--- src/rtl/alu_cmd_issue.sv ---
// alu_cmd_issue
// Command-issue stage in front of a 32-bit combinational ALU.
// Operation commands {ctrl, a, b, c} are buffered in a DEPTH-entry FIFO.
// The FIFO head is presented to the ALU, and the ALU result is captured
// into a result register that has a valid/ready handshake.
//
// Ports:
//   clk, rst_n        clock, asynchronous active-low reset
//   flush             synchronous clear of FIFO occupancy, result valid, counter
//   cmd_valid/ready   command-side handshake (ready = count < DEPTH)
//   cmd_ctrl/a/b/c    incoming command fields
//   alu_ctrl/a/b/c    head entry to the ALU, zero when the FIFO is empty
//   alu_d             combinational ALU result for the alu_* values
//   res_valid/ready   result-side handshake
//   res_data/ctrl     captured ALU result and the opcode that produced it
//   fifo_count        current FIFO occupancy
//   issued_cnt        results captured since reset/flush (wrapping)
module alu_cmd_issue #(
    parameter int DEPTH = 4,
    parameter int CNT_W = 16
) (
    input  logic                     clk,
    input  logic                     rst_n,
    input  logic                     flush,
    input  logic                     cmd_valid,
    output logic                     cmd_ready,
    input  logic [3:0]               cmd_ctrl,
    input  logic [31:0]              cmd_a,
    input  logic [31:0]              cmd_b,
    input  logic [31:0]              cmd_c,
    output logic [3:0]               alu_ctrl,
    output logic [31:0]              alu_a,
    output logic [31:0]              alu_b,
    output logic [31:0]              alu_c,
    input  logic [31:0]              alu_d,
    output logic                     res_valid,
    input  logic                     res_ready,
    output logic [31:0]              res_data,
    output logic [3:0]               res_ctrl,
    output logic [$clog2(DEPTH):0]   fifo_count,
    output logic [CNT_W-1:0]         issued_cnt
);

    localparam int PTR_W = $clog2(DEPTH);
    localparam int CW    = PTR_W + 1;

    // Command storage. Not reset and not cleared by flush: occupancy is
    // tracked by count_reg, so stale contents are never observed.
    logic [3:0]  mem_ctrl [DEPTH];
    logic [31:0] mem_a    [DEPTH];
    logic [31:0] mem_b    [DEPTH];
    logic [31:0] mem_c    [DEPTH];

    logic [PTR_W-1:0] wr_ptr_reg, wr_ptr_next;
    logic [PTR_W-1:0] rd_ptr_reg, rd_ptr_next;
    logic [CW-1:0]    count_reg, count_next;
    logic             res_valid_reg, res_valid_next;
    logic [31:0]      res_data_reg, res_data_next;
    logic [3:0]       res_ctrl_reg, res_ctrl_next;
    logic [CNT_W-1:0] issued_cnt_reg, issued_cnt_next;

    logic fifo_empty;
    logic push;
    logic issue;

    assign fifo_empty = (count_reg == '0);
    // Ready looks only at the registered count; it deliberately does not
    // anticipate a same-cycle pop, keeping cmd_ready free of res_ready paths.
    assign cmd_ready  = (count_reg < CW'(DEPTH));

    assign push  = cmd_valid && cmd_ready && !flush;
    assign issue = !fifo_empty && (!res_valid_reg || res_ready) && !flush;

    // Head drive, forced to zero while empty so the ALU sees a quiet input.
    assign alu_ctrl = fifo_empty ? 4'd0  : mem_ctrl[rd_ptr_reg];
    assign alu_a    = fifo_empty ? 32'd0 : mem_a[rd_ptr_reg];
    assign alu_b    = fifo_empty ? 32'd0 : mem_b[rd_ptr_reg];
    assign alu_c    = fifo_empty ? 32'd0 : mem_c[rd_ptr_reg];

    // Per-entry write enables decoded from the write pointer.
    generate
        for (genvar gi = 0; gi < DEPTH; gi++) begin : g_entry
            always_ff @(posedge clk) begin
                if (push && (wr_ptr_reg == PTR_W'(gi))) begin
                    mem_ctrl[gi] <= cmd_ctrl;
                    mem_a[gi]    <= cmd_a;
                    mem_b[gi]    <= cmd_b;
                    mem_c[gi]    <= cmd_c;
                end
            end
        end
    endgenerate

    always_comb begin
        wr_ptr_next     = wr_ptr_reg;
        rd_ptr_next     = rd_ptr_reg;
        count_next      = count_reg;
        res_valid_next  = res_valid_reg;
        res_data_next   = res_data_reg;
        res_ctrl_next   = res_ctrl_reg;
        issued_cnt_next = issued_cnt_reg;

        if (flush) begin
            // Result payload is kept; only its valid flag is dropped.
            wr_ptr_next     = '0;
            rd_ptr_next     = '0;
            count_next      = '0;
            res_valid_next  = 1'b0;
            issued_cnt_next = '0;
        end else begin
            if (push) begin
                wr_ptr_next = wr_ptr_reg + PTR_W'(1);
            end
            if (issue) begin
                rd_ptr_next     = rd_ptr_reg + PTR_W'(1);
                res_valid_next  = 1'b1;
                res_data_next   = alu_d;
                res_ctrl_next   = alu_ctrl;
                issued_cnt_next = issued_cnt_reg + CNT_W'(1);
            end else if (res_ready) begin
                // Consumer took the result and nothing replaces it.
                res_valid_next = 1'b0;
            end
            case ({push, issue})
                2'b10:   count_next = count_reg + CW'(1);
                2'b01:   count_next = count_reg - CW'(1);
                default: count_next = count_reg;
            endcase
        end
    end

    always_ff @(posedge clk or negedge rst_n) begin
        if (!rst_n) begin
            wr_ptr_reg     <= '0;
            rd_ptr_reg     <= '0;
            count_reg      <= '0;
            res_valid_reg  <= 1'b0;
            res_data_reg   <= '0;
            res_ctrl_reg   <= '0;
            issued_cnt_reg <= '0;
        end else begin
            wr_ptr_reg     <= wr_ptr_next;
            rd_ptr_reg     <= rd_ptr_next;
            count_reg      <= count_next;
            res_valid_reg  <= res_valid_next;
            res_data_reg   <= res_data_next;
            res_ctrl_reg   <= res_ctrl_next;
            issued_cnt_reg <= issued_cnt_next;
        end
    end

    assign res_valid  = res_valid_reg;
    assign res_data   = res_data_reg;
    assign res_ctrl   = res_ctrl_reg;
    assign fifo_count = count_reg;
    assign issued_cnt = issued_cnt_reg;

endmodule
--- config.mk ---
export PLATFORM = sky130hd
export DESIGN_NAME = alu_cmd_issue
export DESIGN_NICKNAME = d
export VERILOG_FILES = /design/src/rtl/alu_cmd_issue.sv
export SDC_FILE = /design/constraint.sdc
export NUM_CORES = 1
export LEC_CHECK = 0
export BUFFER_PORTS_ARGS = -buffer_cell sky130_fd_sc_hd__buf_2
export CAP_MARGIN = 20
export CORE_MARGIN = 2
export CORE_UTILIZATION = 42
export DETAILED_ROUTE_END_ITERATION = 12
export PLACE_DENSITY = 0.69
export SETUP_SLACK_MARGIN = 0.15
export SLEW_MARGIN = 20
export SYNTH_ARGS = -nofsm -noshare
export SYNTH_HDL_FRONTEND = slang
export SYNTH_SLANG_ARGS = --single-unit
--- constraint.sdc ---
create_clock -name clk -period 4.8 [get_ports clk]
set_input_delay 0.48 -clock clk [delete_from_list [all_inputs] [get_ports clk]]
set_output_delay 0.48 -clock clk [all_outputs]
set_load 0.01 [all_outputs]
==> PnR_summary.wiki, run 1 <==
{| class="wikitable"
! Metric !! Value
|-
| Placer Congestion || 0.729
|-
| Compound-gate portion of the synthesized area || 0.694%
|-
| Max-capacitance violation count || 0
|-
| Achievable Freq || 0.291 GHz
|-
| CTS buffer count || 47
|-
| Area growth from synthesis to final layout || 20.6%
|-
| Initial antenna violation count || 8
|-
| Largest registers || mem_a: 128 flops, mem_b: 128 flops, mem_c: 128 flops
|-
| Number of hold violations in the final report || 0
|-
| Cells on worst reg2reg path || 4
|-
| Multi-input gate area || 0.00398 mm^2
|-
| Layout filler cell count || 3339
|-
| Wire length per cell after detailed routing || 20.8 um
|-
| Detailed router's first-iteration violation count || 507
|-
| Post-route DRC || 0
|-
| Required time at the worst-slack endpoint || 4.32 ns
|-
| TritonCTS clock tree || done
|-
| Clock Path Buffers || 3
|-
| Dominant delay contributor by cell family on the critical path || flip-flops
|-
| Sum of buffers and inverters on the critical path || 2
|-
| Worst stage delay on the critical path || 1.07 ns
|-
| Most frequently used flop master after synthesis || edfxtp_1
|-
| Setup Skew || 0.0136 ns
|-
| Final Total Pwr || 11.5 mW
|-
| Routed vias/inst || ~5
|-
| Mean instance size in the synthesized netlist || ~21 um^2
|-
| Synth cell count leaders || edfxtp_1 (400), and2_1 (105), mux4_2 (100)
|-
| Outcome || finished clean
|-
| Most used standard cell by instance count after synthesis || edfxtp_1
|-
| Width of the die || approximately 210 um
|-
| Crit Path Class || reg2out
|-
| Routed length on met1 || around 15 mm
|-
| Final setup vio count || 0
|-
| Highest metal layer used by the detailed router || met5
|-
| Via count || 8885
|-
| Final critical path time including I/O delays and setup || 3.44 ns
|-
| Number of levels the H-tree was split into || 2
|-
| Portion of netlist area occupied by mux cells || 15.2%
|-
| Clk Latency, worst-skew pair || 0.57 ns
|-
| Slew Viols, Final || 0
|-
| Critical Path Slowest Stage Cell || dfrtp_4
|-
| Root buf cell || clkbuf_16
|-
| Arrival time of data at the critical path endpoint || 2.96 ns
|-
| Hold-fix buffer count after cts || 0
|-
| Setup TNS after final layout || 0 ns
|-
| Sequential share of the synthesized area || 76.4%
|-
| Synthesized-area fraction occupied by adder cells || 0.467%
|-
| P per Cell Area || around 540 mW/mm^2
|-
| Nature of the critical path endpoint || output port
|-
| Cell types occupying the most area after synthesis || edfxtp_1 (68%), mux4_2 (13%), dfrtp_1 (8.5%), and2_1 (3.7%), mux2_1 (1.9%)
|-
| Setup crit start kind || flop
|-
| Count of standard-cell rows || 75
|-
| Utilization after layout || 51.1%
|-
| Main combinational cell family by area after synthesis || multiplexers
|-
| Placed wire-length estimate after detailed placement || 21.4 mm
|-
| Syn Inst Count || 847
|-
| Fraction of layout instances using a drive strength above 1 || 41.4%
|-
| Overall global routing resource usage || ~17%
|-
| Lkg Pwr || between 7 and 8 nW
|-
| Sequence of cells on the critical path || buf_4 -> mux4_2 -> and2_1 -> buf_2
|-
| Routed WL || 36.1 mm
|-
| Placeable Area || ~0.042 mm^2
|-
| Area leader, netlist || edfxtp_1
|-
| Pin slew with the least headroom to its limit || 1.00 ns
|-
| Final cycle utilization of the critical path || 71.7%
|-
| Pre-CTS WS || 1.85 ns
|-
| RSZ-0062 raised after global routing || no
|-
| Vertical extent of the die || 209 um
|-
| Number of synthesis warnings || 0
|-
| Effective utilization at floorplan || 42.3%
|-
| Hold slack final || 0.0804 ns
|-
| Summed instance area of the synthesized netlist || 0.0177 mm^2
|-
| Final net count || 1301
|-
| Clock sinks || 460
|-
| XOR/XNOR Fraction of Synth Area || 0.545%
|-
| First-pass GRT wire length || between 50 and 60 mm
|-
| Largest net degree at the start of global routing || 67
|-
| Die Outline Area || roughly 0.044 mm^2
|-
| Total met2 wirelength after detailed routing || 17.6 mm
|-
| Synthesized netlist net count || 990
|-
| Number of global-route vias before repair || 9427
|-
| Buffers on Ports || 293
|-
| Hold/Removal Path Class || in2async
|-
| Post-Synth Simple-Gate Area || roughly 5.5%
|-
| Number of top-level pins || 294
|-
| Number of synthesized flops with an enable pin || 400
|-
| Post-route worst setup slack || 1.36 ns
|-
| Fraction of post-synthesis cell area in the top cell type by area || 67.9%
|-
| Maximum ir drop on the vdd rail || 0.364 mV
|-
| Post-cts resize count || 0
|-
| Number of setup buffers added after CTS || 0
|-
| Metal3 WL || 2.74 mm
|-
| Fraction of synthesis flops using an asynchronous set or reset pin || 13.0%
|-
| Sequential cell area || 0.0135 mm^2
|-
| Clock transition at path regs || 0.06 ns
|-
| Total stage count of the critical path || 4
|-
| Worst-case headroom to the max-slew limit || 32.9%
|-
| Aggregate global routing overflow || 0
|-
| Detailed Routing Iterations Pass 1 || 6
|-
| Count of different cell masters after synthesis || 38
|-
| Flip-flop and latch count after synthesis || 460
|-
| Critical Path Fanout Max || 46
|-
| Count of antenna-violating nets left after detailed routing || 0
|}
## placed cells by master, fill, tap and decap left out, types with 2 or more instances in the layout
master / Yosys / final
mux2_1: 30 / 30
clkbuf_1: 23 / 5
nand2_1: 8 / 8
buf_4: 0 / 7
inv_6: 0 / 2
xor2_1: 3 / 3
ha_1: 5 / 5
nor2_1: 14 / 14
inv_1: 4 / 4
nor2b_1: 3 / 3
and2_1: 105 / 101
bufinv_16: 0 / 5
mux2_2: 7 / 7
or3_1: 7 / 6
diode_2: 0 / 3
edfxtp_1: 400 / 400
clkbuf_16: 0 / 47
clkinv_1: 0 / 7
buf_12: 0 / 6
mux4_2: 100 / 100
nand3_1: 7 / 7
a21oi_1: 10 / 10
dfrtp_4: 0 / 2
clkinvlp_4: 0 / 4
xnor2_1: 8 / 8
nand2b_1: 3 / 3
o31ai_1: 3 / 3
or4_1: 4 / 4
clkinvlp_2: 0 / 2
and2_4: 0 / 4
o21ai_0: 5 / 5
buf_2: 16 / 293
nor4b_1: 2 / 2
dfrtp_1: 60 / 58
clkinv_2: 0 / 9
nor4_1: 3 / 3
## path summary, 6_finish.rpt
path,startpoint,end,slack [ns]
max,rd_ptr_reg[0],alu_a[22],1.36
min,rst_n,res_data[13],0.08
max reg2reg,fifo_count[2],mem_b[3][24],2.14
min reg2reg,res_data[20],res_data[20],0.48
max in group asynchronous,rst_n,rd_ptr_reg[1],4.15
min in group clk,cmd_b[14],mem_b[0][14],0.13
## worst register-to-register path, stage by stage (launching register included)
cell and delay [ns]:
dfrtp_1 0.45, and2b_1 0.36, nor2b_1 0.32, and2_4 0.74, buf_12 0.40
## power breakdown
group	switching (mW)	internal, mW	total [mW]
combinational	1.57	1.43	3.01
sequential	0.269	4.74	5.01
clock	1.47	2.06	3.53
total	3.31	8.24	11.5
## area by class of cell
cell class	count	area share [%]
Antenna cell	3	0.0352
Clock buffer	52	5.61
Clock inverter	30	1.35
Inverter	4	0.0704
Multi-Input combinational cell	339	18.7
Sequential cell	460	63.4
Tap cell	539	3.16
Timing Repair Buffer	306	7.69
## per-layer routing
metal,global-route usage [%],vias to the layer above
met1,20.7,4544
met4,5.54,10
met3,5.53,60
met2,27.6,274
met5,0,-
li1,-,3997
## kinds of logic (layout without fill, tap and decap cells)
group	Yosys count	after routing
other	0	3
buffers and inverters	48	392
flip-flops	460	460
AO/OA/AOI/OAI	21	21
XOR/XNOR	11	11
multiplexers	138	138
AND/OR/NAND/NOR	163	163
adder cells (fa/ha/maj)	6	6
## stage by stage
step / instances / area [um^2]
6_report: 1733 / 21300
5_1_grt: 1731 / 21300
4_1_cts: 1730 / 21300
3_5_place_dp: 1648 / 19800
3_3_place_gp: 1648 / 19800
2_1_floorplan: 847 / 17700
Power figures use the tool's default switching activity.
==> run 2, diff against run 1 <==
--- a/config.mk
+++ b/config.mk
@@ -10,7 +10,7 @@
 export CORE_MARGIN = 2
 export CORE_UTILIZATION = 42
 export DETAILED_ROUTE_END_ITERATION = 12
-export PLACE_DENSITY = 0.69
+export PLACE_DENSITY = 0.72
 export SETUP_SLACK_MARGIN = 0.15
 export SLEW_MARGIN = 20
 export SYNTH_ARGS = -nofsm -noshare
==> constraint.sdc (replaced) <==
create_clock -name clk -period 3.1 [get_ports clk]
set_input_delay 0.31 -clock clk [delete_from_list [all_inputs] [get_ports clk]]
set_output_delay 0.31 -clock clk [all_outputs]
set_load 0.01 [all_outputs]
==> run 2 against run 1 <==
Net effect:
- die area is the same
- largest cell class unchanged
- combinational power grew 70%
- count of clock-buffer cells in the layout grew 13
==> PnR_summary.wiki, run 2 (synthesized netlist as in run 1, its figures left out) <==
{| class="wikitable"
! Metric !! Value
|-
| Number of global-route vias before repair || 10.1k
|-
| Number of hold violations in the final report || 0
|-
| Fraction of layout instances using a drive strength above 1 || 37.4%
|-
| Routed WL || 37.8 mm
|-
| Number of top-level pins || 294
|-
| Hold/Removal Path Class || in2reg
|-
| RSZ-0062 raised after global routing || no
|-
| Max-capacitance violation count || 0
|-
| Buffers on Ports || a little under 300
|-
| TritonCTS clock tree || done
|-
| Routed length on met1 || approximately 16 mm
|-
| Placer Congestion || 0.726
|-
| Setup TNS after final layout || 0 ns
|-
| First-pass GRT wire length || 57.6 mm
|-
| Vertical extent of the die || 209 um
|-
| Most frequent standard cell in the layout excluding fill and tap cells || edfxtp_1
|-
| Width of the die || 209 um
|-
| Arrival time of data at the critical path endpoint || 2.45 ns
|-
| Detailed Routing Iterations Pass 1 || 4
|-
| Layout filler cell count || 3155
|-
| Post-route DRC || 0
|-
| Overall global routing resource usage || 17.4%
|-
| P per Cell Area || 791 mW/mm^2
|-
| Outcome || finished clean
|-
| Die Outline Area || between 0.04 and 0.05 mm^2
|-
| Routed vias/inst || 5.08
|-
| Achievable Freq || between 0.3 and 0.4 GHz
|-
| Largest net degree at the start of global routing || 56
|-
| Metal3 WL || 3.10 mm
|-
| Detailed router's first-iteration violation count || 738
|-
| Crit Path Class || reg2out
|-
| Total met2 wirelength after detailed routing || approximately 18 mm
|-
| Nature of the critical path endpoint || output port
|-
| Highest-count cells in the layout ignoring fill and taps || edfxtp_1 (400), buf_2 (293), dlygate4sd3_1 (134), and2_1 (101), mux4_2 (100)
|-
| Required time at the worst-slack endpoint || 2.79 ns
|-
| Slew Viols, Final || 0
|-
| Utilization after layout || 54.8%
|-
| Worst-case headroom to the max-slew limit || 38.8%
|-
| Critical Path Fanout Max || 53
|-
| Final net count || 1449
|-
| Count of antenna-violating nets left after detailed routing || 0
|-
| Largest registers || mem_a: 128 flops, mem_b: 128 flops, mem_c: 128 flops
|-
| Via count || 9578
|-
| Lkg Pwr || 8.31 nW
|-
| Clock Path Buffers || 3
|-
| Clk Latency, worst-skew pair || 0.58 ns
|-
| Setup Skew || 0.0179 ns
|-
| Placed wire-length estimate after detailed placement || ~22 mm
|-
| Initial antenna violation count || 8
|-
| Count of standard-cell rows || 75
|-
| Final critical path time including I/O delays and setup || 2.76 ns
|-
| Setup crit start kind || flop
|-
| CTS buffer count || 47
|-
| Wire length per cell after detailed routing || 20.1 um
|-
| Final cycle utilization of the critical path || between 80 and 90%
|-
| Root buf cell || clkbuf_16
|-
| Placeable Area || 0.0418 mm^2
|-
| Final Total Pwr || 18.1 mW
|-
| Maximum ir drop on the vdd rail || 0.648 mV
|-
| Area growth from synthesis to final layout || 29.4%
|-
| Effective utilization at floorplan || approximately 42%
|-
| Highest metal layer used by the detailed router || met5
|-
| Final setup vio count || 0
|-
| Pin slew with the least headroom to its limit || 0.918 ns
|-
| Clock sinks || 460
|-
| Clock transition at path regs || 0.06 ns
|-
| Number of levels the H-tree was split into || 2
|-
| Aggregate global routing overflow || 0
|-
| FF-to-FF setup slack || about 0.76 ns
|}
run 2: changes by cell type in the layout (fill, tap and decap cells not counted), sizes merged:
cell,delta
clkinv,+1
clkbuf,+13
clkinvlp,-6
bufinv,-3
buf,+14
dlygate4sd3,+134
run 2: critical path, stage by stage, from the launching register on:
cell and delay (ns):
dfrtp_1 0.45, or3_4 0.41, buf_4 0.29, buf_6 0.28, and2_1 0.20, buf_2 0.14
run 2: power breakdown:
| group | switching (mW) | internal [mW] | total (mW) |
|---|---|---|---|
| clock | 2.30 | 3.11 | 5.41 |
| sequential | 0.243 | 7.35 | 7.59 |
| combinational | 2.66 | 2.46 | 5.11 |
run 2: final timing paths:
kind | start | end | depth (start not counted)
setup / recovery | fifo_count[2] | alu_c[10] | 5
hold / removal | flush | issued_cnt[0] | 2
setup reg to reg | fifo_count[2] | mem_a[3][20] | 4
hold reg to reg | res_data[29] | res_data[29] | 1
max in group asynchronous | rst_n | res_data[31] | 3
min in group asynchronous | rst_n | issued_cnt[15] | 2
run 2: final cells by class:
| class | instances | area, um^2 | area share (%) |
|---|---|---|---|
| inverter | 4 | 15.0 | 0.0656 |
| sequential | 460 | 13500 | 59.1 |
| tap | 539 | 674 | 2.95 |
| clock inverter | 22 | 191 | 0.837 |
| clock buffer | 65 | 1290 | 5.66 |
| timing repair buffer | 454 | 3200 | 14.0 |
| multi-input combinational | 339 | 3980 | 17.4 |
| antenna | 3 | 7.51 | 0.0328 |
run 2: through the flow:
stage	area, um^2	setup WS [ns]	std cells	hold slack [ns]
after global placement	20000	0.790	1655	0.464
after CTS	22800	0.169	1876	0.0872
final	22900	0.337	1886	0.133
after detailed placement	20000	0.749	1655	0.469
after floorplan	17700	0.322	847	0.0144
after global routing	22900	0.165	1886	0.138
run 2: layer usage:
layer,GRT usage [%],up-vias
li1,-,4313
met1,22.0,4847
met2,29.3,360
met3,4.78,56
met4,5.22,2
met5,0,-
run 2: what timing repair did:
item                                   4_1_cts  5_1_grt
setup buffers                                0        7
gates resized for setup                      0        1
setup endpoints to repair                    0       52
hold buffers                               134        0
endpoints found under the hold margin      471        0
==> run 3, diff against run 2 <==
--- a/config.mk
+++ b/config.mk
@@ -10,7 +10,6 @@
 export CORE_MARGIN = 2
 export CORE_UTILIZATION = 42
 export DETAILED_ROUTE_END_ITERATION = 12
-export PLACE_DENSITY = 0.72
 export SETUP_SLACK_MARGIN = 0.15
 export SLEW_MARGIN = 20
 export SYNTH_ARGS = -nofsm -noshare
==> run 3 against run 2 <==
Net effect:
- setup slack improved by 0.062 ns
- non-clock buffer count decreased by 5
- die area unchanged
- final cell count decreased by 0.32%
- power increased by 0.37%
- wire length decreased by 1.3%
- sequential cell count unchanged
- sequential share of layout area increased by 0.12 points
- register-to-register slack got worse by 0.05 ns
- critical endpoint is now alu_c[8]
- largest power group unchanged
- highest routed layer is now met4
==> PnR_summary.wiki, run 3 (synthesized netlist as in run 1, its figures left out) <==
{| class="wikitable"
! Metric !! Value
|-
| Pin slew with the least headroom to its limit || roughly 1.0 ns
|-
| Number of levels the H-tree was split into || 2
|-
| Sequence of cells on the critical path || buf_4 -> mux4_2 -> and2_1 -> buf_2
|-
| Effective utilization at floorplan || 42.3%
|-
| Final critical path time including I/O delays and setup || 2.70 ns
|-
| Utilization after layout || 54.7%
|-
| Pre-CTS WS || 0.718 ns
|-
| Count of non-filler cells in the finished layout || 1880
|-
| Nature of the critical path endpoint || output port
|-
| Cells on worst reg2reg path || 6
|-
| Clock sinks || 460
|-
| Max-capacitance violation count || 0
|-
| Worst-case headroom to the max-slew limit || between 30 and 40%
|-
| Post-route DRC || 0
|-
| Placed insts || 1658
|-
| Area of all placed cells without fillers || 0.0228 mm^2
|-
| CTS buffer count || 47
|-
| Highest-count cells in the layout ignoring fill and taps || edfxtp_1 (400), buf_2 (293), dlygate4sd3_1 (133), and2_1 (101), mux4_2 (100)
|-
| Final setup vio count || 0
|-
| Most frequent standard cell in the layout excluding fill and tap cells || edfxtp_1
|-
| Detailed router's first-iteration violation count || 523
|-
| Fraction of layout instances using a drive strength above 1 || 37.3%
|-
| Die Outline Area || approximately 0.044 mm^2
|-
| Routed WL || 37.3 mm
|-
| Required time at the worst-slack endpoint || 2.79 ns
|-
| Initial antenna violation count || 3
|-
| Hold/Removal Path Class || in2reg
|-
| Buffers on Ports || 293
|-
| Cell Area, Placed || 0.0200 mm^2
|-
| Lkg Pwr || 8.28 nW
|-
| Setup Skew || 0.0111 ns
|-
| Setup TNS after final layout || 0 ns
|-
| Setup crit start kind || flop
|-
| Number of top-level pins || 294
|-
| Clk Latency, worst-skew pair || 0.57 ns
|-
| Count of standard-cell rows || 75
|-
| Maximum ir drop on the vdd rail || around 0.5 mV
|-
| Dominant delay contributor by cell family on the critical path || flip-flops
|-
| Width of the die || 209 um
|-
| TritonCTS clock tree || done
|-
| Arrival time of data at the critical path endpoint || 2.39 ns
|-
| Post-route worst setup slack || around 0.4 ns
|-
| First-pass GRT wire length || 57.2 mm
|-
| Wire length per cell after detailed routing || 19.8 um
|-
| Clock transition at path regs || about 0.06 ns
|-
| Slew Viols, Final || 0
|-
| Root buf cell || clkbuf_16
|-
| Worst min-delay path startpoint || cmd_valid
|-
| Number of global-route vias before repair || 10.0k
|-
| Crit Path Class || reg2out
|-
| Achievable Freq || 0.370 GHz
|-
| Count of antenna-violating nets left after detailed routing || 0
|-
| Placed wire-length estimate after detailed placement || 22.4 mm
|-
| Final Total Pwr || approximately 18 mW
|-
| Overall global routing resource usage || 17.1%
|-
| Clock Path Buffers || 3
|-
| FF-to-FF setup slack || 0.71 ns
|-
| Endpoint, Worst Hold || fifo_count[2]
|-
| Critical Path Slowest Stage Cell || dfrtp_4
|-
| Area growth from synthesis to final layout || 29.2%
|-
| Final cycle utilization of the critical path || 87.1%
|-
| Vertical extent of the die || 209 um
|-
| Routed vias/inst || roughly 5
|-
| P per Cell Area || 796 mW/mm^2
|-
| Final net count || 1444
|-
| Placeable Area || 0.0418 mm^2
|-
| Aggregate global routing overflow || 0
|-
| Largest registers || mem_a: 128 flops, mem_b: 128 flops, mem_c: 128 flops
|-
| Outcome || finished clean
|-
| Worst stage delay on the critical path || 0.85 ns
|-
| Reg-to-reg startpoint || fifo_count[2]
|-
| RSZ-0062 raised after global routing || no
|-
| Detailed Routing Iterations Pass 1 || 5
|-
| Cells on Worst Hold Path || 3
|-
| Via count || 9442
|-
| Terminus of the critical flop-to-flop path || fifo_count[2]
|-
| Number of hold violations in the final report || 0
|-
| Largest net degree at the start of global routing || 56
|-
| Sum of buffers and inverters on the critical path || 2
|-
| Placer Congestion || 0.744
|-
| CP startpoint || rd_ptr_reg[1]
|-
| Hold slack final || a little under 0.07 ns
|-
| Number of setup buffers added after CTS || 0
|-
| Critical Path Fanout Max || 34
|}
[run 3: power breakdown]
part	internal [mW]	leakage (nW)	switching, mW
combinational	2.39	3.18	2.63
clock	3.25	0.726	2.28
sequential	7.34	4.38	0.287
[run 3: per-layer routing]
layer  GRT usage, %  part of all wire (%)  up-vias  wire, um
li1               -                     -     4284         -
met3           5.20                   7.2       50      2680
met5              0                     0        -         0
met4           5.37                   2.0        0       733
met1           21.6                    43     4822     15900
met2           28.4                    48      286     18000
[run 3: tightest hold or removal path, cell delays in order]
cell,delay (ns)
buf_2,0.11
nand3_1,0.08
a31oi_1,0.07
[run 3: layout make-up]
cell class,count,area (um^2)
diodes,3,7.51
clock buffers,62,1280
clock inverters,24,224
fillers,3259,18900
inverters,4,15.0
multi-input cells,339,3980
flip-flops and latches,460,13500
well taps,539,674
repair buffers,449,3130
[run 3: worst max path at each step]
stage	end	slack, ns	depth (start not counted)
global placement	fifo_count[2]	0.76	6
detailed placement	fifo_count[2]	0.72	6
global route	alu_a[4]	0.29	4
CTS	alu_c[8]	0.30	4
finish	alu_c[8]	0.40	4
floorplan	mem_a[0][0]	0.32	4
[run 3: what timing repair did]
item,in CTS,in global routing
gates resized for setup,0,0
hold endpoints to repair,462,1
hold buffers,132,1
